### src/rtl/sio_pkg.sv
// Shared sio definitions: host word widths, minimum turnaround and the
// sequencer FSM encoding.
package sio_pkg;
  localparam int SIO_NBT      = 40;
  localparam int SIO_NBR      = 32;
  // Host stage STATE_END is 25; its response is valid one cycle later.
  localparam int SIO_TURN_MIN = 26;

  typedef enum logic [1:0] {
    ST_IDLE = 2'd0,
    ST_WAIT = 2'd1,
    ST_CAPT = 2'd2
  } sio_state_e;
endpackage

### src/rtl/sio_cmd_fifo.sv
// Single-clock command FIFO with count-based full/empty and a registered-free
// head output (no fall-through: an entry is visible the cycle after its push).
module sio_cmd_fifo #(
  parameter int W     = 40,
  parameter int DEPTH = 4
) (
  input  logic         c,
  input  logic         r,
  input  logic         i_push,
  input  logic [W-1:0] i_din,
  input  logic         i_pop,
  output logic [W-1:0] o_head,
  output logic         o_full,
  output logic         o_empty
);
  localparam int AW = $clog2(DEPTH);

  logic [W-1:0]  r_mem [DEPTH];
  logic [AW-1:0] r_wp, r_rp;
  logic [AW:0]   r_count;
  logic          w_push, w_pop;

  assign o_full  = (r_count == (AW+1)'(DEPTH));
  assign o_empty = (r_count == '0);
  assign o_head  = r_mem[r_rp];
  assign w_push  = i_push && !o_full;
  assign w_pop   = i_pop && !o_empty;

  always_ff @(posedge c) begin
    if (r) begin
      r_wp    <= '0;
      r_rp    <= '0;
      r_count <= '0;
    end else begin
      if (w_push) r_wp <= r_wp + 1'b1;
      if (w_pop)  r_rp <= r_rp + 1'b1;
      case ({w_push, w_pop})
        2'b10:   r_count <= r_count + 1'b1;
        2'b01:   r_count <= r_count - 1'b1;
        default: r_count <= r_count;
      endcase
    end
  end

  // Storage is deliberately not reset; pointers alone define validity.
  always_ff @(posedge c) begin
    if (w_push && !r) r_mem[r_wp] <= i_din;
  end
endmodule

### src/rtl/sio_host_seq.sv
// Host command sequencer: queues {addr,data} commands, issues one at a time to
// the sio_host stage and captures its reply TURN cycles after the issue strobe.
module sio_host_seq
  import sio_pkg::*;
#(
  parameter int NBT   = SIO_NBT,
  parameter int NBR   = SIO_NBR,
  parameter int DEPTH = 4,
  parameter int TURN  = 32
) (
  input  logic           c,
  input  logic           r,
  input  logic           cmd_valid,
  output logic           cmd_ready,
  input  logic [7:0]     cmd_addr,
  input  logic [31:0]    cmd_data,
  output logic           wvalid,
  output logic [NBT-1:0] wdata,
  input  logic [NBR-1:0] rdata,
  output logic           rsp_valid,
  output logic [7:0]     rsp_addr,
  output logic [NBR-1:0] rsp_data,
  output logic           busy
);
  localparam int CW = $clog2(TURN);

  sio_state_e     r_state, w_nstate;
  logic [CW-1:0]  r_cnt;
  logic [7:0]     r_addr;
  logic           r_wvalid, r_rsp_valid;
  logic [NBT-1:0] r_wdata;
  logic [7:0]     r_rsp_addr;
  logic [NBR-1:0] r_rsp_data;
  logic [NBT-1:0] w_head, w_din;
  logic           w_full, w_empty, w_pop, w_capt;

  assign w_din = {cmd_addr, cmd_data};

  sio_cmd_fifo #(.W(NBT), .DEPTH(DEPTH)) u_fifo (
    .c       (c),
    .r       (r),
    .i_push  (cmd_valid),
    .i_din   (w_din),
    .i_pop   (w_pop),
    .o_head  (w_head),
    .o_full  (w_full),
    .o_empty (w_empty)
  );

  always_ff @(posedge c) begin
    if (r) r_state <= ST_IDLE;
    else   r_state <= w_nstate;
  end

  always_comb begin
    w_nstate = r_state;
    w_pop    = 1'b0;
    w_capt   = 1'b0;
    case (r_state)
      ST_IDLE: if (!w_empty) begin
        w_pop    = 1'b1;
        w_nstate = ST_WAIT;
      end
      ST_WAIT: if (r_cnt == CW'(TURN-2)) w_nstate = ST_CAPT;
      ST_CAPT: begin
        w_capt   = 1'b1;
        w_nstate = ST_IDLE;
      end
      default: w_nstate = ST_IDLE;
    endcase
  end

  always_ff @(posedge c) begin
    if (r) begin
      r_cnt       <= '0;
      r_addr      <= '0;
      r_wvalid    <= 1'b0;
      r_wdata     <= '0;
      r_rsp_valid <= 1'b0;
      r_rsp_addr  <= '0;
      r_rsp_data  <= '0;
    end else begin
      r_wvalid    <= w_pop;
      r_rsp_valid <= w_capt;
      if (w_pop) begin
        r_wdata <= w_head;
        r_addr  <= w_head[NBT-1 -: 8];
        r_cnt   <= '0;
      end else if (r_state == ST_WAIT) begin
        r_cnt <= r_cnt + 1'b1;
      end
      if (w_capt) begin
        r_rsp_data <= rdata;
        r_rsp_addr <= r_addr;
      end
    end
  end

  assign cmd_ready = !w_full;
  assign wvalid    = r_wvalid;
  assign wdata     = r_wdata;
  assign rsp_valid = r_rsp_valid;
  assign rsp_addr  = r_rsp_addr;
  assign rsp_data  = r_rsp_data;
  // Stays high through the response strobe so it drops the cycle after it.
  assign busy      = !w_empty || (r_state != ST_IDLE) || r_rsp_valid;
endmodule
### config.mk
export PLATFORM = sky130hd
export DESIGN_NAME = sio_host_seq
export DESIGN_NICKNAME = d
export VERILOG_FILES = /design/src/rtl/sio_pkg.sv /design/src/rtl/sio_cmd_fifo.sv /design/src/rtl/sio_host_seq.sv
export SDC_FILE = /design/constraint.sdc
export NUM_CORES = 1
export LEC_CHECK = 0
export ABC_AREA = 1
export CORE_ASPECT_RATIO = 0.5
export CORE_MARGIN = 3
export CORE_UTILIZATION = 55
export CTS_BUF_LIST = sky130_fd_sc_hd__clkbuf_4 sky130_fd_sc_hd__clkbuf_8
export CTS_CLUSTER_DIAMETER = 100
export DETAILED_ROUTE_END_ITERATION = 6
export PLACE_DENSITY = 0.8
export REMOVE_ABC_BUFFERS = 1
export SLEW_MARGIN = 20
export SYNTH_ARGS = -nofsm -noshare
export SYNTH_HDL_FRONTEND = slang
export SYNTH_SLANG_ARGS = --single-unit
### constraint.sdc
create_clock -name c -period 5.2 [get_ports c]
set_clock_uncertainty 0.05 [all_clocks]
set_input_delay 0.78 -clock c [delete_from_list [all_inputs] [get_ports c]]
set_output_delay 0.78 -clock c [all_outputs]
set_load 0.01 [all_outputs]
==> results of run 1 <==
-- synthesized netlist by cell type (2+ instances only) --
cell type,n
sky130_fd_sc_hd__inv_1,180
sky130_fd_sc_hd__edfxtp_1,160
sky130_fd_sc_hd__clkbuf_1,12
sky130_fd_sc_hd__buf_6,5
sky130_fd_sc_hd__inv_2,3
sky130_fd_sc_hd__a21oi_1,7
sky130_fd_sc_hd__ha_1,7
sky130_fd_sc_hd__buf_2,23
sky130_fd_sc_hd__nor2_1,100
sky130_fd_sc_hd__nor3_1,2
sky130_fd_sc_hd__o21ai_0,41
sky130_fd_sc_hd__nand2_1,343
sky130_fd_sc_hd__nand3_1,86
sky130_fd_sc_hd__o21ai_1,2
sky130_fd_sc_hd__nor2_4,4
sky130_fd_sc_hd__buf_4,8
sky130_fd_sc_hd__dfxtp_1,98
-- worst paths after layout --
kind / from / end / slack, ns / depth (start not counted)
worst min-delay path: wdata[13] / wdata[13] / 0.39 / 2
worst max register to register: u_fifo.r_count[1] / u_fifo.r_mem[3][36] / 2.54 / 5
worst max-delay path: r / u_fifo.r_mem[3][36] / 1.88 / 5
worst min register to register: wdata[13] / wdata[13] / 0.39 / 2
-- through the flow --
stage	util	instance area [µm²]	setup WS (ns)	cells
after CTS	0.7132	12740	1.890	1506
after floorplan	-	10030	1.754	1042
after global routing	0.7147	12770	1.624	1507
after global placement	0.6702	11970	1.442	1439
final	0.7147	12770	1.884	1507
after detailed placement	0.6744	12050	1.345	1442
-- final cells by class --
class                      count  area [µm²]
clock buffer                  53       641.9
clock inverter                11       51.30
fill                        1280        5097
inverter                     183       686.9
multi-input combinational    601        2606
sequential                   258        6769
tap                          234       292.8
timing repair buffer         167        1722
-- metal layers --
metal | GRT usage | vias to the layer above | share of wire
met5 | 0 | - | 0
met3 | 0.04930 | 51 | 0.070
li1 | - | 3707 | -
met4 | 0.07070 | 0 | 0.021
met2 | 0.3812 | 225 | 0.48
met1 | 0.2684 | 3429 | 0.43
-- flip-flops by register name, summed over array words and instances, names as in the netlist, named ones only --
name and cells:
u_fifo.r_wp 2, wvalid 1, r_addr 8, rsp_valid 1
u_fifo.r_rp 2, u_fifo.r_mem 160, u_fifo.r_count 3, rsp_data 32
r_cnt 5, wdata 32, r_state 2, rsp_addr 8
-- worst max-delay path: cells and delay by family --
kind                   cells  cell delay (ns)
buffers and inverters      3             1.55
AND/OR/NAND/NOR            2             1.10
-- kinds of logic after synthesis --
group           synth area share
buf+inv                  0.09348
xor+xnor               0.0008500
compound gates           0.02659
fa+ha+maj                0.01044
flops                     0.6565
simple gates              0.2121
-- power breakdown --
part           internal [mW]  switching, mW  total (mW)
sequential              2.44          0.182        2.63
clock                  0.795          0.726        1.52
combinational          0.682          0.965        1.65
total                   3.92           1.87        5.79
==> flow_summary.html, run 1 <==
<table>
<tr><th>Metric</th><th>Value</th></tr>
<tr><th colspan="2">Run status</th></tr>
<tr><td>Run status</td><td>finished, final reports clean</td></tr>
<tr><th colspan="2">Synth</th></tr>
<tr><td>Area leader, netlist</td><td>sky130_fd_sc_hd__edfxtp_1</td></tr>
<tr><td>Avg Cell Area, Syn</td><td>9.455 µm²</td></tr>
<tr><td>Sequential share of the synthesized area</td><td>0.6565</td></tr>
<tr><td>Count of yosys warnings during synthesis</td><td>0</td></tr>
<tr><td>Cells after Synth</td><td>1,090</td></tr>
<tr><td>Leading register cell type out of synthesis</td><td>sky130_fd_sc_hd__edfxtp_1</td></tr>
<tr><td>Cell area after technology mapping</td><td>10,310 µm²</td></tr>
<tr><td>Fraction of synthesized cell area taken by the top area cell type</td><td>0.4662</td></tr>
<tr><td>Async S/R FF share, synth</td><td>0</td></tr>
<tr><td>Synth top area cells</td><td>sky130_fd_sc_hd__edfxtp_1 47%, sky130_fd_sc_hd__dfxtp_1 19%, sky130_fd_sc_hd__nand2_1 12%</td></tr>
<tr><td>Post-synthesis register bit count</td><td>258</td></tr>
<tr><td>EDFF count, synth</td><td>160</td></tr>
<tr><td>Distinct cell type count after synthesis</td><td>26</td></tr>
<tr><th colspan="2">STA</th></tr>
<tr><td>Highest clock frequency the design can meet</td><td>301.6 MHz</td></tr>
<tr><td>Setup TNS</td><td>0 ns</td></tr>
<tr><td>Hold Worst Slack</td><td>0.3925 ns</td></tr>
<tr><td>Setup repair after global routing missed its margin</td><td>no</td></tr>
<tr><td>Final max-slew violation count</td><td>0</td></tr>
<tr><td>Final cycle utilization of the critical path</td><td>0.6377</td></tr>
<tr><td>Relative slew slack</td><td>0.3195</td></tr>
<tr><td>Final-report hold violation count</td><td>0</td></tr>
<tr><td>Slew @ Worst Pin</td><td>1.018 ns</td></tr>
<tr><td>Setup-failing EPs final</td><td>0</td></tr>
<tr><td>Min Tclk post-route</td><td>3.316 ns</td></tr>
<tr><th colspan="2">Drt</th></tr>
<tr><td>Total via count after detailed routing</td><td>7,412</td></tr>
<tr><td>Number of detailed-route iterations in the first pass</td><td>5</td></tr>
<tr><td>Detailed Route WL</td><td>22,170 µm</td></tr>
<tr><td>DRC violation total after the first TritonRoute iteration</td><td>420</td></tr>
<tr><td>Remaining routing DRC violations</td><td>0</td></tr>
<tr><td>Final routed wire length divided by cell count</td><td>14.71 µm</td></tr>
<tr><td>Number of vias per cell after detailed routing</td><td>4.918</td></tr>
<tr><td>Final antenna-violating net count</td><td>0</td></tr>
<tr><th colspan="2">Min path</th></tr>
<tr><td>Worst min-delay path category</td><td>reg2reg</td></tr>
<tr><th colspan="2">Job</th></tr>
<tr><td>Number of max-cap violations</td><td>0</td></tr>
<tr><th colspan="2">Place</th></tr>
<tr><td>IO buf count</td><td>158</td></tr>
<tr><td>Global placement routability congestion</td><td>0.7455</td></tr>
<tr><td>HPWL after detailed placement</td><td>14,140 µm</td></tr>
<tr><th colspan="2">Floorplanning</th></tr>
<tr><td>Floorplan die area</td><td>20,520 µm²</td></tr>
<tr><td>IO Pins</td><td>159</td></tr>
<tr><td>Initial Utilization</td><td>0.5768</td></tr>
<tr><td>Core Area</td><td>17,870 µm²</td></tr>
<tr><td>Die X</td><td>199.6 µm</td></tr>
<tr><td>Row Count</td><td>34</td></tr>
<tr><td>Height of the die</td><td>102.8 µm</td></tr>
<tr><th colspan="2">GRT</th></tr>
<tr><td>Grt ovf</td><td>0</td></tr>
<tr><td>Gr usage total</td><td>0.2157</td></tr>
<tr><td>Antenna violations before repair</td><td>0</td></tr>
<tr><td>Number of global-route vias before repair</td><td>7,503</td></tr>
<tr><td>Global-route wire length before repair</td><td>35,270 µm</td></tr>
<tr><td>Largest net degree at the start of global routing</td><td>82</td></tr>
<tr><th colspan="2">Critical path</th></tr>
<tr><td>Worst path slowest cell</td><td>sky130_fd_sc_hd__nor2_4</td></tr>
<tr><td>Chain of cells forming the critical path</td><td>clkdlybuf4s50_1 &gt; inv_2 &gt; nand2_1 &gt; nor2_4 &gt; buf_4</td></tr>
<tr><td>Highest cell delay on the worst timing path</td><td>0.72 ns</td></tr>
<tr><td>Arrival time of the worst setup path</td><td>3.46 ns</td></tr>
<tr><td>Element type at the critical path start</td><td>input pin</td></tr>
<tr><td>Type of the worst setup path</td><td>in2reg</td></tr>
<tr><td>Max Fanout on Critical Path</td><td>48</td></tr>
<tr><td>Required @ worst endpoint</td><td>5.34 ns</td></tr>
<tr><td>Crit path capture type</td><td>flip-flop</td></tr>
<tr><th colspan="2">Finish</th></tr>
<tr><td>Growth of design area from synthesis to finish</td><td>23.90%</td></tr>
<tr><td>Antenna diode count</td><td>0</td></tr>
<tr><td>Most frequent standard cell in the layout excluding fill and tap cells</td><td>sky130_fd_sc_hd__nand2_1</td></tr>
<tr><td>Number of nets in the layout</td><td>1,330</td></tr>
<tr><td>Fraction of final layout cells sized beyond drive strength 1</td><td>0.06599</td></tr>
<tr><td>Leading cell types in the layout, fill and taps excluded</td><td>343 x sky130_fd_sc_hd__nand2_1, 178 x sky130_fd_sc_hd__inv_1, 160 x sky130_fd_sc_hd__edfxtp_1</td></tr>
<tr><th colspan="2">Clocking</th></tr>
<tr><td>Number of buffers inserted during clock tree synthesis</td><td>36</td></tr>
<tr><td>Clock slew at the register clock pins of the worst setup and hold paths</td><td>0.06 ns</td></tr>
<tr><td>Number of buffers added to fix hold violations after cts</td><td>0</td></tr>
<tr><td>Post-cts gate resize count</td><td>0</td></tr>
<tr><td>Buffers inserted during post-CTS setup optimization</td><td>0</td></tr>
<tr><td>TritonCTS clock tree</td><td>done</td></tr>
<tr><td>H-Tree Level Count</td><td>2</td></tr>
<tr><td>Worst-skew pair later-pin latency</td><td>0.51 ns</td></tr>
<tr><td>Clk sinks</td><td>258</td></tr>
<tr><td>Root Buffer Master</td><td>sky130_fd_sc_hd__clkbuf_8</td></tr>
<tr><td>Max Root-Sink Buffers</td><td>3</td></tr>
<tr><th colspan="2">Power and ir drop</th></tr>
<tr><td>Maximum ir drop on the vdd rail</td><td>0.0002488 V</td></tr>
<tr><td>Power Density</td><td>453.6 nW/µm²</td></tr>
<tr><td>Power after layout</td><td>5.793 mW</td></tr>
<tr><td>Static Leakage</td><td>5.677 nW</td></tr>
</table>
Power figures use the tool's default switching activity.
==> run 2, diff against run 1 <==
==> constraint.sdc (replaced) <==
create_clock -name c -period 3.3 [get_ports c]
set_clock_uncertainty 0.05 [all_clocks]
set_input_delay 0.495 -clock c [delete_from_list [all_inputs] [get_ports c]]
set_output_delay 0.495 -clock c [all_outputs]
set_load 0.01 [all_outputs]
==> flow_summary.html, run 2 (synthesis results as in run 1) <==
<table>
<tr><th>Metric</th><th>Value</th></tr>
<tr><th colspan="2">Finish</th></tr>
<tr><td>Fraction of final layout cells sized beyond drive strength 1</td><td>0.07026</td></tr>
<tr><td>Growth of design area from synthesis to finish</td><td>24.57%</td></tr>
<tr><td>Most frequent standard cell in the layout excluding fill and tap cells</td><td>sky130_fd_sc_hd__nand2_1</td></tr>
<tr><td>Antenna diode count</td><td>0</td></tr>
<tr><td>Leading cell types in the layout, fill and taps excluded</td><td>343 x sky130_fd_sc_hd__nand2_1, 179 x sky130_fd_sc_hd__inv_1, 160 x sky130_fd_sc_hd__edfxtp_1</td></tr>
<tr><td>Biggest register</td><td>u_fifo.r_mem</td></tr>
<tr><td>Max FFs per register</td><td>160</td></tr>
<tr><td>Number of nets in the layout</td><td>1,335</td></tr>
<tr><th colspan="2">Floorplanning</th></tr>
<tr><td>Floorplan die area</td><td>20,520 µm²</td></tr>
<tr><td>IO Pins</td><td>159</td></tr>
<tr><td>Height of the die</td><td>102.8 µm</td></tr>
<tr><td>Initial Utilization</td><td>0.5768</td></tr>
<tr><td>Core Area</td><td>17,870 µm²</td></tr>
<tr><td>Row Count</td><td>34</td></tr>
<tr><td>Die X</td><td>199.6 µm</td></tr>
<tr><th colspan="2">STA</th></tr>
<tr><td>Highest clock frequency the design can meet</td><td>446.3 MHz</td></tr>
<tr><td>Final max-slew violation count</td><td>0</td></tr>
<tr><td>Min Tclk post-route</td><td>2.240 ns</td></tr>
<tr><td>Worst setup margin</td><td>1.060 ns</td></tr>
<tr><td>Setup-failing EPs final</td><td>0</td></tr>
<tr><td>Setup TNS</td><td>0 ns</td></tr>
<tr><td>Slew @ Worst Pin</td><td>0.8832 ns</td></tr>
<tr><td>Final cycle utilization of the critical path</td><td>0.6789</td></tr>
<tr><td>Relative slew slack</td><td>0.4112</td></tr>
<tr><td>Setup repair after global routing missed its margin</td><td>no</td></tr>
<tr><td>Final-report hold violation count</td><td>0</td></tr>
<tr><th colspan="2">Power and ir drop</th></tr>
<tr><td>Power after layout</td><td>9.301 mW</td></tr>
<tr><td>Net switching power of the design</td><td>3.048 mW</td></tr>
<tr><td>Sequential Power Share</td><td>0.440</td></tr>
<tr><td>Fraction of power consumed by the clock network</td><td>0.275</td></tr>
<tr><td>Net Sw Frac</td><td>0.3277</td></tr>
<tr><td>Internal Power</td><td>6.253 mW</td></tr>
<tr><td>Static Leakage</td><td>5.711 nW</td></tr>
<tr><td>Maximum ir drop on the vdd rail</td><td>0.0003543 V</td></tr>
<tr><td>Logic gate share of total power</td><td>0.285</td></tr>
<tr><td>Power Density</td><td>724.5 nW/µm²</td></tr>
<tr><th colspan="2">Drt</th></tr>
<tr><td>Met1 Routed Length</td><td>9621 µm</td></tr>
<tr><td>Total via count after detailed routing</td><td>7,510</td></tr>
<tr><td>Routed wl met3</td><td>1739 µm</td></tr>
<tr><td>Detailed Route WL</td><td>22,290 µm</td></tr>
<tr><td>Remaining routing DRC violations</td><td>0</td></tr>
<tr><td>Number of vias per cell after detailed routing</td><td>4.957</td></tr>
<tr><td>DRC violation total after the first TritonRoute iteration</td><td>450</td></tr>
<tr><td>Highest routed metal layer</td><td>met4</td></tr>
<tr><td>Number of detailed-route iterations in the first pass</td><td>5</td></tr>
<tr><td>Final routed wire length divided by cell count</td><td>14.71 µm</td></tr>
<tr><td>Final antenna-violating net count</td><td>0</td></tr>
<tr><td>Met2 WL</td><td>10,540 µm</td></tr>
<tr><th colspan="2">Critical path</th></tr>
<tr><td>Chain of cells forming the critical path</td><td>nor3_1 &gt; nand3_1 &gt; clkdlybuf4s50_1</td></tr>
<tr><td>Max Fanout on Critical Path</td><td>5</td></tr>
<tr><td>Crit path capture type</td><td>output port</td></tr>
<tr><td>Element type at the critical path start</td><td>flip-flop</td></tr>
<tr><td>Highest cell delay on the worst timing path</td><td>0.49 ns</td></tr>
<tr><td>Required @ worst endpoint</td><td>2.75 ns</td></tr>
<tr><td>Type of the worst setup path</td><td>reg2out</td></tr>
<tr><td>Depth of the most critical reg-to-reg path</td><td>5</td></tr>
<tr><td>Arrival time of the worst setup path</td><td>1.70 ns</td></tr>
<tr><td>Worst path slowest cell</td><td>sky130_fd_sc_hd__clkdlybuf4s50_1</td></tr>
<tr><th colspan="2">Clocking</th></tr>
<tr><td>Clk sinks</td><td>258</td></tr>
<tr><td>TritonCTS clock tree</td><td>done</td></tr>
<tr><td>H-Tree Level Count</td><td>2</td></tr>
<tr><td>Post-cts gate resize count</td><td>0</td></tr>
<tr><td>Clock slew at the register clock pins of the worst setup and hold paths</td><td>0.07 ns</td></tr>
<tr><td>Number of buffers added to fix hold violations after cts</td><td>0</td></tr>
<tr><td>Number of buffers inserted during clock tree synthesis</td><td>37</td></tr>
<tr><td>Max Root-Sink Buffers</td><td>3</td></tr>
<tr><td>Root Buffer Master</td><td>sky130_fd_sc_hd__clkbuf_8</td></tr>
<tr><td>Buffers inserted during post-CTS setup optimization</td><td>0</td></tr>
<tr><td>Worst-skew pair later-pin latency</td><td>0.52 ns</td></tr>
<tr><th colspan="2">Job</th></tr>
<tr><td>Number of max-cap violations</td><td>0</td></tr>
<tr><th colspan="2">GRT</th></tr>
<tr><td>Grt ovf</td><td>0</td></tr>
<tr><td>Gr usage total</td><td>0.2127</td></tr>
<tr><td>Antenna violations before repair</td><td>0</td></tr>
<tr><td>Number of global-route vias before repair</td><td>7,320</td></tr>
<tr><td>Largest net degree at the start of global routing</td><td>81</td></tr>
<tr><td>Global-route wire length before repair</td><td>34,790 µm</td></tr>
<tr><th colspan="2">Min path</th></tr>
<tr><td>Worst min-delay path category</td><td>reg2reg</td></tr>
<tr><td>Number of cells on the worst hold path</td><td>2</td></tr>
<tr><th colspan="2">Place</th></tr>
<tr><td>IO buf count</td><td>158</td></tr>
<tr><td>Global placement routability congestion</td><td>0.7432</td></tr>
<tr><td>HPWL after detailed placement</td><td>13,610 µm</td></tr>
<tr><td>Placement Setup Slack</td><td>0.6983 ns</td></tr>
<tr><th colspan="2">Run status</th></tr>
<tr><td>Run status</td><td>finished, final reports clean</td></tr>
</table>
## run 2: cell count changes in the layout (fill, tap and decap cells not counted), sizes merged
cell | previous run | this run
buf | 9 | 13
clkinv | 11 | 15
clkbuf | 53 | 50
bufinv | 0 | 1
clkinvlp | 0 | 1
inv | 183 | 184
## run 2: routing by layer
metal	global-route usage	vias to the layer above
li1	-	3717
met1	0.2696	3476
met2	0.3736	276
met3	0.04505	41
met4	0.06856	0
met5	0	-
## run 2: stage by stage
step                      cells  hold WS, ns    util  area [µm²]
after floorplan            1042       0.4074       -       10030
after global placement     1447       0.3811  0.6763       12080
after detailed placement   1447       0.3838  0.6763       12080
after CTS                  1515       0.3981  0.7186       12840
after global routing       1515       0.4154  0.7186       12840
final                      1515       0.3963  0.7186       12840
## run 2: worst paths after layout
kind / end / slack, ns / from
setup / recovery: busy / 1.06 / r_state[0]
hold / removal: wdata[0] / 0.40 / wdata[0]
setup reg to reg: u_fifo.r_mem[3][35] / 1.27 / u_fifo.r_count[1]
hold reg to reg: wdata[0] / 0.40 / wdata[0]
## run 2: area by class of cell
cell class,count,area (µm²)
timing repair buffer,171,1729
inverter,183,686.9
clock buffer,50,638.1
clock inverter,18,116.4
sequential,258,6769
multi-input combinational,601,2606
tap,234,292.8
fill,1249,5029
## run 2: critical path: cells and delay by family, from the launching register on
family	cells	cell delay, ns
buffers and inverters	1	0.49
AND/OR/NAND/NOR	2	0.31
flip-flops	1	0.38
## run 2: power groups by stage
stage / combinational, mW / clock [mW] / sequential [mW]
after floorplan: 1.21 / 0 / 4.35
after global placement: 2.57 / 0 / 4.14
after detailed placement: 2.65 / 0 / 4.16
after CTS: 2.67 / 2.61 / 4.09
after global routing: 2.94 / 2.75 / 4.13
final: 2.65 / 2.56 / 4.09
